## src/rtl/writeback_arbiter_pkg.sv

```systemverilog
`default_nettype none
// +--------------------------------------------------------------------+
// | writeback_arbiter_pkg : shared types for the writeback arbiter     |
// | Rev 1.0                                                            |
// +--------------------------------------------------------------------+
package writeback_arbiter_pkg;

   localparam int unsigned c_FIFO_DEPTH = 2;

   typedef logic [31:0] uint32_t;
   typedef logic [4:0]  reg_idx_t;

   typedef struct packed {
      reg_idx_t rd;
      uint32_t  data;
   } wb_entry_t;

   typedef enum logic [1:0] {
      SRC_NONE   = 2'd0,
      SRC_EX     = 2'd1,
      SRC_FIFO   = 2'd2,
      SRC_BYPASS = 2'd3
   } wb_src_e;

   function automatic logic [31:0] reg_mask(input reg_idx_t idx);
      logic [31:0] m;
      m      = '0;
      m[idx] = 1'b1;
      return m;
   endfunction

endpackage
`default_nettype wire

```

## src/rtl/writeback_arbiter_if.sv

```systemverilog
`default_nettype none
// +--------------------------------------------------------------------+
// | writeback_arbiter_if : execute/memory/decode/register-file bundle  |
// | Rev 1.0                                                            |
// +--------------------------------------------------------------------+
interface writeback_arbiter_if;
   import writeback_arbiter_pkg::*;

   logic     ex_valid;
   reg_idx_t ex_rd;
   uint32_t  ex_data;

   logic     mem_valid;
   logic     mem_ready;
   reg_idx_t mem_rd;
   uint32_t  mem_data;

   logic     ld_issue;
   reg_idx_t ld_issue_rd;

   reg_idx_t rs1_query;
   reg_idx_t rs2_query;
   logic     rs1_busy;
   logic     rs2_busy;

   logic     rf_we;
   reg_idx_t rf_rd_index;
   uint32_t  rf_rd_data;

   modport master (
      output ex_valid, ex_rd, ex_data,
      output mem_valid, mem_rd, mem_data,
      input  mem_ready,
      output ld_issue, ld_issue_rd,
      output rs1_query, rs2_query,
      input  rs1_busy, rs2_busy,
      input  rf_we, rf_rd_index, rf_rd_data
   );

   modport slave (
      input  ex_valid, ex_rd, ex_data,
      input  mem_valid, mem_rd, mem_data,
      output mem_ready,
      input  ld_issue, ld_issue_rd,
      input  rs1_query, rs2_query,
      output rs1_busy, rs2_busy,
      output rf_we, rf_rd_index, rf_rd_data
   );

endinterface
`default_nettype wire

```

## src/rtl/writeback_arbiter_wb_fifo.sv

```systemverilog
`default_nettype none
// +--------------------------------------------------------------------+
// | wb_fifo : synchronous FIFO of pending load results                 |
// | Rev 1.0                                                            |
// +--------------------------------------------------------------------+
module wb_fifo
   import writeback_arbiter_pkg::*;
#(
   parameter int unsigned DEPTH = c_FIFO_DEPTH
) (
   input  wire logic      clk,
   input  wire logic      rst_n,
   input  wire logic      i_push,
   input  wire wb_entry_t i_push_data,
   input  wire logic      i_pop,
   output wb_entry_t      o_pop_data,
   output logic           o_full,
   output logic           o_empty
);

   localparam int unsigned c_AW = (DEPTH > 1) ? $clog2(DEPTH) : 1;

   wb_entry_t       r_mem [DEPTH];
   logic [c_AW:0]   r_wr_ptr;
   logic [c_AW:0]   r_rd_ptr;
   logic            w_do_push;
   logic            w_do_pop;

   // Extra MSB distinguishes full from empty when the index bits match.
   assign o_empty    = (r_wr_ptr == r_rd_ptr);
   assign o_full     = (r_wr_ptr[c_AW] != r_rd_ptr[c_AW]) &&
                       (r_wr_ptr[c_AW-1:0] == r_rd_ptr[c_AW-1:0]);
   assign o_pop_data = r_mem[r_rd_ptr[c_AW-1:0]];

   assign w_do_pop  = i_pop && !o_empty;
   assign w_do_push = i_push && (!o_full || w_do_pop);

   always_ff @(posedge clk or negedge rst_n) begin
      if (!rst_n) begin
         r_wr_ptr <= '0;
         r_rd_ptr <= '0;
      end else begin
         if (w_do_push) r_wr_ptr <= r_wr_ptr + 1'b1;
         if (w_do_pop)  r_rd_ptr <= r_rd_ptr + 1'b1;
      end
   end

   always_ff @(posedge clk) begin
      if (w_do_push) r_mem[r_wr_ptr[c_AW-1:0]] <= i_push_data;
   end

endmodule
`default_nettype wire

```

## src/rtl/writeback_arbiter.sv

```systemverilog
`default_nettype none
// +--------------------------------------------------------------------+
// | writeback_arbiter : register-file write port arbiter + scoreboard  |
// | Rev 1.0                                                            |
// +--------------------------------------------------------------------+
module writeback_arbiter
   import writeback_arbiter_pkg::*;
#(
   parameter int unsigned FIFO_DEPTH = c_FIFO_DEPTH
) (
   input  wire logic          clk,
   input  wire logic          rst_n,
   writeback_arbiter_if.slave bus
);

   logic        w_fifo_full;
   logic        w_fifo_empty;
   wb_entry_t   w_fifo_head;
   logic        w_accept;
   logic        w_push;
   logic        w_pop;
   logic        w_load_wr;
   wb_src_e     w_src;
   wb_entry_t   w_sel;
   logic [31:0] w_busy_nxt;

   logic [31:0] r_busy;
   logic        r_we;
   reg_idx_t    r_index;
   uint32_t     r_data;

   // Ready follows the pre-edge full flag, so a pop never admits a load early.
   assign bus.mem_ready = rst_n && !w_fifo_full;
   assign w_accept      = bus.mem_valid && bus.mem_ready;

   always_comb begin
      w_src = SRC_NONE;
      w_sel = '0;
      if (bus.ex_valid) begin
         w_src = SRC_EX;
         w_sel = '{rd: bus.ex_rd, data: bus.ex_data};
      end else if (!w_fifo_empty) begin
         w_src = SRC_FIFO;
         w_sel = w_fifo_head;
      end else if (w_accept) begin
         w_src = SRC_BYPASS;
         w_sel = '{rd: bus.mem_rd, data: bus.mem_data};
      end
   end

   assign w_pop     = (w_src == SRC_FIFO);
   assign w_push    = w_accept && (w_src != SRC_BYPASS);
   assign w_load_wr = (w_src == SRC_FIFO) || (w_src == SRC_BYPASS);

   wb_fifo #(
      .DEPTH (FIFO_DEPTH)
   ) u_fifo (
      .clk         (clk),
      .rst_n       (rst_n),
      .i_push      (w_push),
      .i_push_data ('{rd: bus.mem_rd, data: bus.mem_data}),
      .i_pop       (w_pop),
      .o_pop_data  (w_fifo_head),
      .o_full      (w_fifo_full),
      .o_empty     (w_fifo_empty)
   );

   // Clear first, then set, so an issue to a retiring register keeps it busy.
   always_comb begin
      w_busy_nxt = r_busy;
      if (w_load_wr)
         w_busy_nxt = w_busy_nxt & ~reg_mask(w_sel.rd);
      if (bus.ld_issue && (bus.ld_issue_rd != '0))
         w_busy_nxt = w_busy_nxt | reg_mask(bus.ld_issue_rd);
      w_busy_nxt[0] = 1'b0;
   end

   always_ff @(posedge clk or negedge rst_n) begin
      if (!rst_n) begin
         r_busy  <= '0;
         r_we    <= 1'b0;
         r_index <= '0;
         r_data  <= '0;
      end else begin
         r_busy <= w_busy_nxt;
         r_we   <= (w_src != SRC_NONE) && (w_sel.rd != '0);
         if (w_src != SRC_NONE) begin
            r_index <= w_sel.rd;
            r_data  <= w_sel.data;
         end
      end
   end

   assign bus.rf_we       = r_we;
   assign bus.rf_rd_index = r_index;
   assign bus.rf_rd_data  = r_data;
   assign bus.rs1_busy    = (bus.rs1_query != '0) && r_busy[bus.rs1_query];
   assign bus.rs2_busy    = (bus.rs2_query != '0) && r_busy[bus.rs2_query];

`ifndef SYNTHESIS
   always_ff @(posedge clk) begin
      if (rst_n) begin
         assert (!(bus.ex_valid && r_busy[bus.ex_rd]))
            else $error("protocol violation: ex write to busy x%0d", bus.ex_rd);
         assert (!(bus.ld_issue && r_busy[bus.ld_issue_rd] &&
                   !(w_load_wr && (w_sel.rd == bus.ld_issue_rd))))
            else $error("protocol violation: load issued to busy x%0d", bus.ld_issue_rd);
         assert (!(bus.mem_valid && (bus.mem_rd != '0) && !r_busy[bus.mem_rd]))
            else $error("protocol violation: load response for idle x%0d", bus.mem_rd);
      end
   end
`endif

endmodule
`default_nettype wire

```

## src/flat_wrapper.sv

```systemverilog
// flat-port wrapper written by rule: the top's interface ports become plain ports
module writeback_arbiter_flat import writeback_arbiter_pkg::*;
#(
   parameter int unsigned FIFO_DEPTH = c_FIFO_DEPTH
)
  (clk, rst_n, bus_ex_valid, bus_ex_rd, bus_ex_data, bus_mem_valid, bus_mem_rd, bus_mem_data, bus_mem_ready, bus_ld_issue, bus_ld_issue_rd, bus_rs1_query, bus_rs2_query, bus_rs1_busy, bus_rs2_busy, bus_rf_we, bus_rf_rd_index, bus_rf_rd_data);
  writeback_arbiter_if bus_i ();
  input  wire logic clk;
  input  wire logic rst_n;
  input wire logic [$bits(bus_i.ex_valid)-1:0] bus_ex_valid;
  input wire logic [$bits(bus_i.ex_rd)-1:0] bus_ex_rd;
  input wire logic [$bits(bus_i.ex_data)-1:0] bus_ex_data;
  input wire logic [$bits(bus_i.mem_valid)-1:0] bus_mem_valid;
  input wire logic [$bits(bus_i.mem_rd)-1:0] bus_mem_rd;
  input wire logic [$bits(bus_i.mem_data)-1:0] bus_mem_data;
  output wire logic [$bits(bus_i.mem_ready)-1:0] bus_mem_ready;
  input wire logic [$bits(bus_i.ld_issue)-1:0] bus_ld_issue;
  input wire logic [$bits(bus_i.ld_issue_rd)-1:0] bus_ld_issue_rd;
  input wire logic [$bits(bus_i.rs1_query)-1:0] bus_rs1_query;
  input wire logic [$bits(bus_i.rs2_query)-1:0] bus_rs2_query;
  output wire logic [$bits(bus_i.rs1_busy)-1:0] bus_rs1_busy;
  output wire logic [$bits(bus_i.rs2_busy)-1:0] bus_rs2_busy;
  output wire logic [$bits(bus_i.rf_we)-1:0] bus_rf_we;
  output wire logic [$bits(bus_i.rf_rd_index)-1:0] bus_rf_rd_index;
  output wire logic [$bits(bus_i.rf_rd_data)-1:0] bus_rf_rd_data;
  assign bus_i.ex_valid = bus_ex_valid;
  assign bus_i.ex_rd = bus_ex_rd;
  assign bus_i.ex_data = bus_ex_data;
  assign bus_i.mem_valid = bus_mem_valid;
  assign bus_i.mem_rd = bus_mem_rd;
  assign bus_i.mem_data = bus_mem_data;
  assign bus_mem_ready = bus_i.mem_ready;
  assign bus_i.ld_issue = bus_ld_issue;
  assign bus_i.ld_issue_rd = bus_ld_issue_rd;
  assign bus_i.rs1_query = bus_rs1_query;
  assign bus_i.rs2_query = bus_rs2_query;
  assign bus_rs1_busy = bus_i.rs1_busy;
  assign bus_rs2_busy = bus_i.rs2_busy;
  assign bus_rf_we = bus_i.rf_we;
  assign bus_rf_rd_index = bus_i.rf_rd_index;
  assign bus_rf_rd_data = bus_i.rf_rd_data;
  writeback_arbiter #(.FIFO_DEPTH(FIFO_DEPTH)) u_core (.clk(clk), .rst_n(rst_n), .bus(bus_i));
endmodule
```

## config.mk

```make
export PLATFORM = sky130hd
export DESIGN_NAME = writeback_arbiter_flat
export DESIGN_NICKNAME = d
export VERILOG_FILES = /design/src/rtl/writeback_arbiter_pkg.sv /design/src/rtl/writeback_arbiter_if.sv /design/src/rtl/writeback_arbiter_wb_fifo.sv /design/src/rtl/writeback_arbiter.sv /design/src/flat_wrapper.sv
export SDC_FILE = /design/constraint.sdc
export NUM_CORES = 1
export LEC_CHECK = 0
export ABC_CLOCK_PERIOD_IN_PS = 5310
export CORE_MARGIN = 1.5
export CORE_UTILIZATION = 52
export DETAILED_ROUTE_END_ITERATION = 12
export PLACE_DENSITY = 0.8
export SETUP_SLACK_MARGIN = 0.02
export SLEW_MARGIN = 10
export SYNTH_ARGS = -nofsm -noshare
export SYNTH_HDL_FRONTEND = slang
export SYNTH_SLANG_ARGS = --single-unit
```

## constraint.sdc

```tcl
create_clock -name clk -period 5.31 [get_ports clk]
set_input_delay 1.062 -clock clk [delete_from_list [all_inputs] [get_ports clk]]
set_output_delay 1.062 -clock clk [all_outputs]
set_load 0.05 [all_outputs]
```

# [Yosys cells after proc, flatten, opt, wreduce, memory -nomap -nowiden]
# Memories as Yosys holds them, arrays and structs flattened.
# Cells that the tools add are included.
# Widths: inputs -> output; s select.
[classes] add_sub_neg=2 magnitude_cmp=6 n_eq_ne=6 mux=18 bitwise_logic=3 n_reduce_logical=21
[op_table] operator="$mux 37" count=3
[op_table] operator="$mux 32" count=2
[op_table] operator="$and 32x32->32" count=1
[op_table] operator="$not 32->32" count=1
[op_table] operator="$or 32x32->32" count=1
[op_table] operator="$lt 5x6->1 const B" count=4
[op_table] operator="$reduce_bool 5->1" count=4
[op_table] operator="$logic_and 1x1->1" count=12
[op_table] operator="$bmux 1 s5" count=2
[op_table] operator="$demux 1 s5" count=2
[op_table] operator="$ge 5x1->1 const B" count=2
[op_table] operator="$mux 1" count=6
[op_table] operator="$mux 2" count=3
[op_table] operator="$add 2x1->2 const B" count=2
[op_table] operator="$eq 2x2->1 const B" count=2
[op_table] operator="$eq 2x2->1" count=1
[op_table] operator="$logic_not 1->1" count=2
[op_table] operator="$logic_or 1x1->1" count=2
[op_table] operator="$ne 2x2->1 const B" count=1
[op_table] operator="$reduce_bool 2->1" count=1
[op_table] operator="$eq 1x1->1" count=1
[op_table] operator="$ne 1x1->1" count=1
[word_totals] regBits=73 mem_bits_rw=74 inputBits=94 output_inout_bits=41 memories=1
[mem_list] name="u_core.u_fifo.r_mem" depth=2 word_bits=37 read_ports=1 rd_clocked_by_memory_dff=0 wr=1 line_no="writeback_arbiter_wb_fifo.sv:23" rtl="wb_entry_t r_mem [DEPTH];"

# [Logic depth before layout (Yosys ltp)]
# Gate-level depths: netlist (run 1).
[depth] ltp_word=17 ltp_mapped=9 ltp_nobuf=5

# [Modules after synthesis]
# A second synthesis (run 1) with hierarchy kept.
[unflattened] hier_cells=620 hier_area_um2=7255.7
[by_module_without_submodules] module="writeback_arbiter" instances=1 cells_per_inst=476 area_per_inst_um2=4335.4 seq_area_each_um2=1726.7
[by_module_without_submodules] module="wb_fifo" instances=1 cells_per_inst=144 area_per_inst_um2=2920.3 seq_area_each_um2=2322.2

# [Worst setup path before layout (run 1)]
# OpenSTA, ideal clock, no wires.
[synth_timing] path_type="input port to flip-flop" start="in bus_ex_valid" end="mem u_core.u_fifo.r_mem[0][0] (netlist name) (enable)" arrival_time_ps=4543 t_required_ps=4833 setup_slack_ps=290 cell_stages=5 n_path_buf=3 path_cell_list="clkbuf_1 -> clkbuf_1 -> clkbuf_1 -> a21oi_1 -> nor3_1"
[synth_between] elab_chain_len=7 word_cells_on_any_way=9 classes_between="eq/ne (2); mux (3); reduce/logical (4)"
[synth_rtl] item="from (decl)" line_no="flat_wrapper.sv:10" rtl="input wire logic [$bits(bus_i.ex_valid)-1:0] bus_ex_valid;"
[synth_rtl] item="$mux 2 (*)" line_no="writeback_arbiter.sv:39" rtl="if (bus.ex_valid) begin"
[synth_rtl] item="$eq 2x2->1" line_no="writeback_arbiter.sv:51" rtl="assign w_pop = (w_src == SRC_FIFO);"
[synth_rtl] item="$logic_and 1x1->1" line_no="writeback_arbiter_wb_fifo.sv:35" rtl="assign w_do_pop = i_pop && !o_empty;"
[synth_rtl] item="$logic_or 1x1->1" line_no="writeback_arbiter_wb_fifo.sv:36" rtl="assign w_do_push = i_push && (!o_full || w_do_pop);"
[synth_rtl] item="$logic_and 1x1->1 (*)" line_no="writeback_arbiter_wb_fifo.sv:36"
[synth_rtl] item="$mux 1 (*)" line_no="writeback_arbiter_wb_fifo.sv:49" rtl="if (w_do_push) r_mem[r_wr_ptr[c_AW-1:0]] <= i_push_data;"
[synth_rtl] item="$mux 1 (implied by the code) (*)" line_no="writeback_arbiter_wb_fifo.sv:49"
[synth_rtl] item="to (decl)" line_no="writeback_arbiter_wb_fifo.sv:23"
# Every way passes the cells marked *; elsewhere a longest branch is shown, timed or not.

# [Worst setup path after layout (run 1)]
[layout_timing] start="in bus_rs2_query[0]" end="out bus_rs2_busy"
[layout_between] elab_chain_len=3 word_cells_on_any_way=4 classes_between="mux (2); reduce/logical (2)"
[layout_rtl] item="from (decl)" line_no="flat_wrapper.sv:20" rtl="input wire logic [$bits(bus_i.rs2_query)-1:0] bus_rs2_query;"
[layout_rtl] item="$bmux 1 s5" line_no="writeback_arbiter.sv:98" rtl="assign bus.rs2_busy = (bus.rs2_query != '0) && r_busy[bus.rs2_query];"
[layout_rtl] item="$mux 1 (implied by the code)" line_no="writeback_arbiter.sv:98"
[layout_rtl] item="$logic_and 1x1->1 (*)" line_no="writeback_arbiter.sv:98"
[layout_rtl] item="to (decl)" line_no="flat_wrapper.sv:22" rtl="output wire logic [$bits(bus_i.rs2_busy)-1:0] bus_rs2_busy;"
# Every way passes the cells marked *; elsewhere a longest branch is shown, timed or not. The select of a mux whose other input is x is not followed.

==> results of run 1 <==
==> flip-flops by register name, summed over array words and instances, names as in the netlist <==
name,count
u_core.r_busy,31
u_core.bus.rf_rd_data,32
u_core.bus.rf_we,1
u_core.u_fifo.r_mem,74
u_core.u_fifo.r_rd_ptr,2
u_core.u_fifo.r_wr_ptr,2
u_core.bus.rf_rd_index,5
==> routing by layer <==
| metal | global-route usage | vias up | part of all wire |
|---|---|---|---|
| li1 | - | 2493 | - |
| met1 | 0.356 | 2681 | 0.42 |
| met2 | 0.424 | 281 | 0.48 |
| met3 | 0.0787 | 18 | 0.090 |
| met4 | 0.0783 | 0 | 0.012 |
| met5 | 0 | - | 0 |
==> worst paths after layout <==
check | cells past startpoint | endpoint | start | slack, ns
max in group asynchronous | 2 | u_core.u_fifo.r_rd_ptr[0] | rst_n | 3.66
max reg2reg | 6 | u_core.bus.rf_we | u_core.u_fifo.r_rd_ptr[0] | 2.30
min | 2 | u_core.bus.rf_rd_index[2] | u_core.bus.rf_rd_index[2] | 0.48
max | 5 | bus_rs2_busy | bus_rs2_query[0] | 0.33
min in group asynchronous | 2 | u_core.bus.rf_rd_data[13] | rst_n | 0.96
min reg2reg | 2 | u_core.bus.rf_rd_index[2] | u_core.bus.rf_rd_index[2] | 0.48
==> cells in the mapped netlist, types with 3 or more instances <==
master / n / share of area
a211o_1: 9 / 0.011
a21oi_1: 91 / 0.065
a31oi_1: 3 / 0.0027
buf_1: 4 / 0.0022
buf_2: 12 / 0.0086
clkbuf_1: 23 / 0.012
dfrtp_1: 73 / 0.26
edfxtp_1: 74 / 0.32
mux2i_1: 41 / 0.059
mux4_2: 18 / 0.058
nand2_1: 36 / 0.019
nand3_1: 5 / 0.0036
nand3b_1: 6 / 0.0065
nor2_1: 72 / 0.039
nor3_1: 18 / 0.013
nor3b_1: 5 / 0.0054
nor4_1: 15 / 0.013
o22ai_1: 25 / 0.022
o31ai_1: 12 / 0.013
==> area by class of cell <==
type | count | area [um^2]
clock inverters | 7 | 77.6
flip-flops and latches | 147 | 4050
inverters | 1 | 3.75
clock buffers | 23 | 478
repair buffers | 142 | 1400
well taps | 176 | 220
multi-input cells | 402 | 2740
fillers | 960 | 4170
==> metrics by stage <==
stage               instances  area, um^2  worst slack, ns
global route              898        8960            0.215
detailed placement        868        8410            0.322
floorplan                 593        6970            0.290
finish                    898        8960            0.325
CTS                       898        8960            0.313
global placement          868        8410            0.384
==> logic make-up (layout without fill, tap and decap cells) <==
| logic type | Yosys count | in the layout | synth area share |
|---|---|---|---|
| AO/OA/AOI/OAI | 161 | 161 | 0.141 |
| multiplexers | 61 | 61 | 0.120 |
| flip-flops | 147 | 147 | 0.581 |
| XOR/XNOR | 7 | 7 | 0.0131 |
| buffers and inverters | 44 | 173 | 0.0287 |
| AND/OR/NAND/NOR | 173 | 173 | 0.116 |
==> power groups by stage <==
stage	clock (uW)	sequential [uW]	combinational, uW
global placement	0	1780	2250
global route	1180	1820	2470
detailed placement	0	1790	2300
floorplan	0	2190	1200
CTS	1140	1780	2310
finish	1130	1790	2320
==> tightest hold or removal path: stages (launching register included) <==
cell	delay (ns)
dfrtp_1	0.34
nand2_1	0.05
nand2_1	0.06
==> impl_metrics.py, run 1 <==
metrics = {
    "final_layout": {
        "mostFrequentLayoutCell": "clkdlybuf4s50_1",
        "diodes": 0,
        "area_growth_pct": 28.6,
        "final_layout_size_suffix_gt1_frac": 0.0956,
        "fin_util": 0.682,
        "final_cell_mix": "132 x clkdlybuf4s50_1, 90 x a21oi_1, 74 x edfxtp_1, 72 x nor2_1, 72 x dfrtp_1",
        "nets": 805,
    },
    "die": {
        "die_height_um": 119,
        "core_um2": 13100,
        "rows": 42,
        "die-width_um": 119,
        "boundaryPins": 135,
        "initial_core_util": 0.531,
        "fp.dieArea_um2": 14100,
    },
    "grt": {
        "grt_pass1_wl_mm": 29.2,
        "antenna_found_initial": 0,
        "gr-usage-all-layers": 0.266,
        "grt_max_degree": 104,
        "overflow": 0,
        "grt_pass1_vias": 5649,
    },
    "yosys": {
        "async_reset_ff_frac": 0.497,
        "syn-cell-area_um2": 6970,
        "ys_ff_latch": 147,
        "syn_nets": 687,
        "synthFlopType": "edfxtp_1",
        "synth_edf_count": 74,
        "synth.avg_cell_area_um2": 11.8,
        "ys_seq_area_frac": 0.581,
        "yosysWarnings": 0,
        "synth.distinct_cells": 57,
        "synth_cells": 593,
    },
    "placement": {
        "place_congestion": 0.918,
        "portBuffers": 134,
        "hpwl_mm": 12.0,
    },
    "pwr": {
        "power_density_nw_per_um2": 584,
        "p_total_uw": 5240,
        "p_sw_frac": 0.415,
        "leakagePower_uw": 0.00335,
        "p_comb_frac": 0.443,
        "p_clk_frac": 0.215,
        "power_frac_seq": 0.341,
        "ir_worst_vdd_v": 0.000366,
        "p_switching_uw": 2170,
        "internal_power_uw": 3070,
    },
    "detailed_routing": {
        "vias": 5473,
        "routed_wl_mm": 18.1,
        "drc_errors": 0,
        "drt_pass1_iterations": 5,
        "antenna_left": 0,
        "drt_iter0_markers": 507,
        "viasPerCell": 6.09,
        "wl_per_cell_um": 20.2,
    },
    "worst_setup_path": {
        "cp_slowest_cell": "clkdlybuf4s50_1",
        "crit_family": "buffers and inverters",
        "cp_slowest_stage_delay_ns": 0.83,
        "worstSetupPathType": "in -> out",
        "cp.required_ns": 4.25,
        "worstPathArrival_ns": 3.92,
        "crit_chain": "clkdlybuf4s50_1, mux4_2, mux4_2, mux2_2, clkdlybuf4s50_1",
        "setup.worst_path.end_class": "primary output",
        "critPathBufInv": 2,
        "path_max_fanout": 9,
        "start_kind": "input port",
    },
    "timing": {
        "fin_tns_setup_ns": 0,
        "worst_slew_pin_slew_ns": 1.07,
        "fin_worst_skew_ns": 0.0108,
        "fin_crit_ns": 4.98,
        "fmax_mhz": 201,
        "relSlewSlack": 0.287,
        "rsz0062_at_grt": "no",
        "setup_viol": 0,
        "hold_violations": 0,
        "final_max_slew_viol_count": 0,
        "period_share": 0.939,
        "hold_slack_ns": 0.482,
    },
    "clock_network": {
        "cts_setup_buffers": 0,
        "root_buffer": "clkbuf_16",
        "clock_path_buffers": 2,
        "clkTransAtPathRegs_ns": 0.06,
        "cts_resized": 0,
        "hold_buffers": 0,
        "cts_tree": "done",
        "clk_latency_ns": 0.42,
        "cts_inserted_buffers": 17,
        "cts_sinks": 147,
        "cts.htree.levels": 4,
    },
    "run": {
        "cap_violations": 0,
    },
    "status": {
        "status": "complete, no violations",
    },
    "worst_hold_path": {
        "hp-class": "reg -> reg",
    },
}
Power figures use the tool's default switching activity.
==> run 2, diff against run 1 <==
- CORE_UTILIZATION: 52 -> 30
- PLACE_DENSITY: 0.8 -> 0.5
==> run 2 against run 1 <==
  * Critical path depth stayed put
  * Sequential power hardly changed
  * Clock-buffer cell count decreased by 5
  * Via count down 1.2%
  * Combinational power hardly changed
  * Global-route usage shrank 9.1 points
  * Die area grew 71%
  * Flip-flop and latch count did not move
  * Clock power increased by 12%
  * Register-to-register slack worse by 0.21 ns
  * Final cell count rose by 12%
  * Largest power group unchanged
  * Highest routed layer unchanged
==> impl_metrics.py, run 2 (synthesized netlist as in run 1, its figures left out) <==
metrics = {
    "clock_network": {
        "cts_tree": "done",
        "clkTransAtPathRegs_ns": 0.06,
        "clk_latency_ns": 0.43,
        "root_buffer": "clkbuf_16",
        "cts_sinks": 147,
        "hold_buffers": 0,
        "clock_path_buffers": 2,
        "cts_inserted_buffers": 17,
        "cts_resized": 0,
        "cts_setup_buffers": 0,
        "cts.htree.levels": 4,
    },
    "detailed_routing": {
        "routed_wl_mm": 20.4,
        "viasPerCell": 5.37,
        "drt_iter0_markers": 341,
        "antenna_left": 0,
        "vias": 5410,
        "wl_per_cell_um": 20.3,
        "drt_pass1_iterations": 5,
        "drc_errors": 0,
    },
    "timing": {
        "fin_crit_ns": 4.96,
        "rsz0062_at_grt": "no",
        "relSlewSlack": 0.261,
        "setup_slack_ns": 0.349,
        "fin_worst_skew_ns": 0.0114,
        "fin_tns_setup_ns": 0,
        "worst_slew_pin_slew_ns": 1.11,
        "setup_viol": 0,
        "fmax_mhz": 202,
        "period_share": 0.934,
        "final_max_slew_viol_count": 0,
        "hold_slack_ns": 0.479,
        "hold_violations": 0,
    },
    "placement": {
        "preCtsSetupSlack_ns": 0.322,
        "portBuffers": 134,
        "hpwl_mm": 13.9,
        "place_congestion": 0.938,
    },
    "worst_setup_path": {
        "path_max_fanout": 9,
        "cp.required_ns": 4.25,
        "crit_family": "buffers and inverters",
        "setup.worst_path.end_class": "primary output",
        "cp_slowest_cell": "clkdlybuf4s50_1",
        "critPathBufInv": 2,
        "cp_slowest_stage_delay_ns": 0.81,
        "crit_path_start": "bus_rs1_query[0]",
        "worstSetupPathType": "in -> out",
        "start_kind": "input port",
        "r2r_start": "u_core.u_fifo.r_wr_ptr[1]",
        "worstPathArrival_ns": 3.90,
        "worstRegToRegCells": 5,
        "rrSetupSlack_ns": 2.09,
        "crit_chain": "clkdlybuf4s50_1, mux4_2, mux4_2, mux2_2, clkdlybuf4s50_1",
        "cp_num_cells": 5,
    },
    "final_layout": {
        "mostFrequentLayoutCell": "clkdlybuf4s50_1",
        "final_layout_size_suffix_gt1_frac": 0.101,
        "nets": 804,
        "diodes": 0,
        "final_cell_mix": "132 x clkdlybuf4s50_1, 90 x a21oi_1, 74 x edfxtp_1, 72 x nor2_1, 72 x dfrtp_1",
        "fin_util": 0.403,
        "largest_register_ffs": 74,
        "area_growth_pct": 31.4,
    },
    "die": {
        "initial_core_util": 0.307,
        "rows": 55,
        "die-width_um": 155,
        "die_height_um": 155,
        "fp.dieArea_um2": 24200,
        "core_um2": 22700,
        "boundaryPins": 135,
    },
    "worst_hold_path": {
        "hp-class": "reg -> reg",
        "min_from": "u_core.bus.rf_rd_index[0]",
        "whs_path_depth": 2,
    },
    "pwr": {
        "p_total_uw": 5410,
        "leakagePower_uw": 0.00340,
        "ir_worst_vdd_v": 0.000338,
        "power_density_nw_per_um2": 591,
    },
    "grt": {
        "grt_pass1_vias": 5543,
        "overflow": 0,
        "gr-usage-all-layers": 0.175,
        "antenna_found_initial": 0,
        "grt_pass1_wl_mm": 32.1,
        "grt_max_degree": 104,
    },
    "status": {
        "status": "complete, no violations",
    },
    "run": {
        "cap_violations": 0,
    },
}
==> run 2: worst reg2reg max path, stage by stage (launching register included) <==
cell      delay [ns]
dfrtp_1         0.46
xnor2_2         0.37
nand2_2         0.67
a221oi_1        0.98
and2_0          0.46
a31oi_1         0.14
==> run 2: final cells by class <==
type / count / area (um^2)
inverter: 1 / 3.75
tap: 285 / 357
clock buffer: 18 / 439
fill: 2157 / 13500
clock inverter: 14 / 184
multi-input combinational: 402 / 2740
sequential: 147 / 4050
timing repair buffer: 141 / 1390
==> run 2: path summary, 6_finish.rpt <==
check	endpoint
setup / recovery	bus_rs1_busy
hold / removal	u_core.bus.rf_rd_index[0]
setup reg to reg	u_core.r_busy[7]
hold reg to reg	u_core.bus.rf_rd_index[0]
max in group asynchronous	u_core.bus.rf_we
min in group asynchronous	u_core.u_fifo.r_wr_ptr[0]
==> run 2: power breakdown <==
group	total [uW]	switching [uW]	internal, uW	leakage [uW]
combinational	2330	1490	843	0.00155
clock	1270	540	730	0.000304
sequential	1810	268	1540	0.00155
==> run 2: per-stage QoR <==
step                      instance area (um^2)  cells
after floorplan                           6970    593
after global placement                    8540    976
after detailed placement                  8540    976
after CTS                                 9160   1008
after global routing                      9160   1008
final                                     9160   1008
==> run 2: metal layers <==
metal | share of wire | routed length (um) | vias up | global-route usage
met1 | 0.45 | 9140 | 2667 | 0.237
met5 | 0 | 0 | - | 0
met4 | 0.019 | 386 | 0 | 0.0571
li1 | - | - | 2493 | -
met3 | 0.067 | 1380 | 29 | 0.0457
met2 | 0.47 | 9540 | 221 | 0.272
==> run 3, diff against run 2 <==
- CTS_BUF_LIST: unset -> sky130_fd_sc_hd__clkbuf_8
==> run 3 against run 2 <==
  * Fmax is essentially flat
  * Final cell count is the same
  * Power down 6.1%
  * Die area stayed put
  * Utilization fell by 0.84 points
  * Clock skew up 0.0080 ns
  * Critical endpoint unchanged
  * Largest power group unchanged
==> impl_metrics.py, run 3 (synthesized netlist as in run 1, its figures left out) <==
metrics = {
    "status": {
        "status": "complete, no violations",
    },
    "placement": {
        "dpl-instance-area_um2": 8540,
        "hpwl_mm": 13.9,
        "preCtsSetupSlack_ns": 0.322,
        "place_congestion": 0.938,
        "portBuffers": 134,
        "dp_cells": 976,
    },
    "timing": {
        "fmax_mhz": 202,
        "setup_slack_ns": 0.351,
        "fin_tns_setup_ns": 0,
        "fin_worst_skew_ns": 0.0194,
        "setup_viol": 0,
        "hold_violations": 0,
        "relSlewSlack": 0.248,
        "worst_slew_pin_slew_ns": 1.13,
        "final_max_slew_viol_count": 0,
        "fin_crit_ns": 4.96,
        "period_share": 0.934,
        "rsz0062_at_grt": "no",
    },
    "detailed_routing": {
        "drt_pass1_iterations": 5,
        "vias": 5401,
        "viasPerCell": 5.36,
        "routed_wl_mm": 20.3,
        "drt_iter0_markers": 327,
        "wl_per_cell_um": 20.2,
        "antenna_left": 0,
        "drc_errors": 0,
    },
    "pwr": {
        "ir_worst_vdd_v": 0.000340,
        "power_density_nw_per_um2": 567,
        "p_total_uw": 5080,
        "leakagePower_uw": 0.00331,
    },
    "grt": {
        "grt_pass1_wl_mm": 31.9,
        "antenna_found_initial": 0,
        "grt_max_degree": 104,
        "overflow": 0,
        "gr-usage-all-layers": 0.173,
        "grt_pass1_vias": 5564,
    },
    "final_layout": {
        "nets": 804,
        "finalInstanceArea_um2": 8970,
        "diodes": 0,
        "fill_cells": 2175,
        "largest_register_ffs": 74,
        "area_growth_pct": 28.7,
        "final_layout_size_suffix_gt1_frac": 0.101,
        "mostFrequentLayoutCell": "clkdlybuf4s50_1",
        "stdcell_count": 1008,
        "final_cell_mix": "132 x clkdlybuf4s50_1, 90 x a21oi_1, 74 x edfxtp_1, 72 x nor2_1, 72 x dfrtp_1",
    },
    "clock_network": {
        "root_buffer": "clkbuf_8",
        "cts_inserted_buffers": 17,
        "cts_tree": "done",
        "cts_setup_buffers": 0,
        "cts_sinks": 147,
        "clk_latency_ns": 0.46,
        "cts_resized": 0,
        "clkTransAtPathRegs_ns": 0.09,
        "clock_path_buffers": 2,
        "hold_buffers": 0,
        "cts.htree.levels": 4,
    },
    "worst_setup_path": {
        "r2r_start": "u_core.u_fifo.r_wr_ptr[1]",
        "start_kind": "input port",
        "crit_path_start": "bus_rs1_query[0]",
        "worstPathArrival_ns": 3.90,
        "setup.worst_path.end_class": "primary output",
        "cp.required_ns": 4.25,
        "worstSetupPathType": "in -> out",
        "path_max_fanout": 9,
    },
    "die": {
        "fp.dieArea_um2": 24200,
        "boundaryPins": 135,
        "initial_core_util": 0.307,
        "die-width_um": 155,
        "core_um2": 22700,
        "rows": 55,
        "die_height_um": 155,
    },
    "worst_hold_path": {
        "hp-class": "reg -> reg",
        "min_from": "u_core.bus.rf_rd_index[0]",
    },
    "run": {
        "cap_violations": 0,
    },
}
==> run 3: changes by cell type in the layout (fill, tap and decap cells not counted) <==
cell       before  now
clkbuf_8        1   18
clkbuf_16      17    0
==> run 3: power by group <==
part	total (uW)	switching [uW]	internal, uW	leakage, uW
clock	946	491	456	0.000217
sequential	1810	269	1540	0.00155
combinational	2330	1490	843	0.00155
==> run 3: area by class of cell <==
| class | instances | area, um^2 | share of cell area |
|---|---|---|---|
| Inverter | 1 | 3.75 | 0.000418 |
| Clock buffer | 18 | 248 | 0.0276 |
| Sequential cell | 147 | 4050 | 0.452 |
| Clock inverter | 14 | 184 | 0.0205 |
| Tap cell | 285 | 357 | 0.0398 |
| Multi-Input combinational cell | 402 | 2740 | 0.305 |
| Timing Repair Buffer | 141 | 1390 | 0.155 |
==> run 3: critical path: stages <==
cell	delay, ns
clkdlybuf4s50_1	0.81
mux4_2	0.58
mux4_2	0.47
mux2_2	0.27
clkdlybuf4s50_1	0.70
==> run 3: worst paths after layout <==
| check | end | slack [ns] | cells past startpoint |
|---|---|---|---|
| hold / removal | u_core.bus.rf_rd_index[0] | 0.49 | 2 |
| hold reg to reg | u_core.bus.rf_rd_index[0] | 0.49 | 2 |
| setup / recovery | bus_rs1_busy | 0.35 | 5 |
| setup reg to reg | u_core.r_busy[7] | 2.08 | 5 |
| max in group asynchronous | u_core.r_busy[7] | 3.69 | 2 |
| min in group asynchronous | u_core.bus.rf_rd_data[4] | 0.51 | 1 |
==> run 3: metrics by stage <==
step           utilization  hold WS (ns)
6_report             0.395         0.486
5_1_grt              0.395         0.473
4_1_cts              0.395         0.475
3_5_place_dp         0.376         0.467
3_3_place_gp         0.376         0.471
2_1_floorplan            -         0.480
==> run 3: routing by layer <==
layer | GRT usage | share of wire
met1 | 0.234 | 0.45
met2 | 0.273 | 0.47
met3 | 0.0462 | 0.065
met4 | 0.0512 | 0.017
met5 | 0 | 0
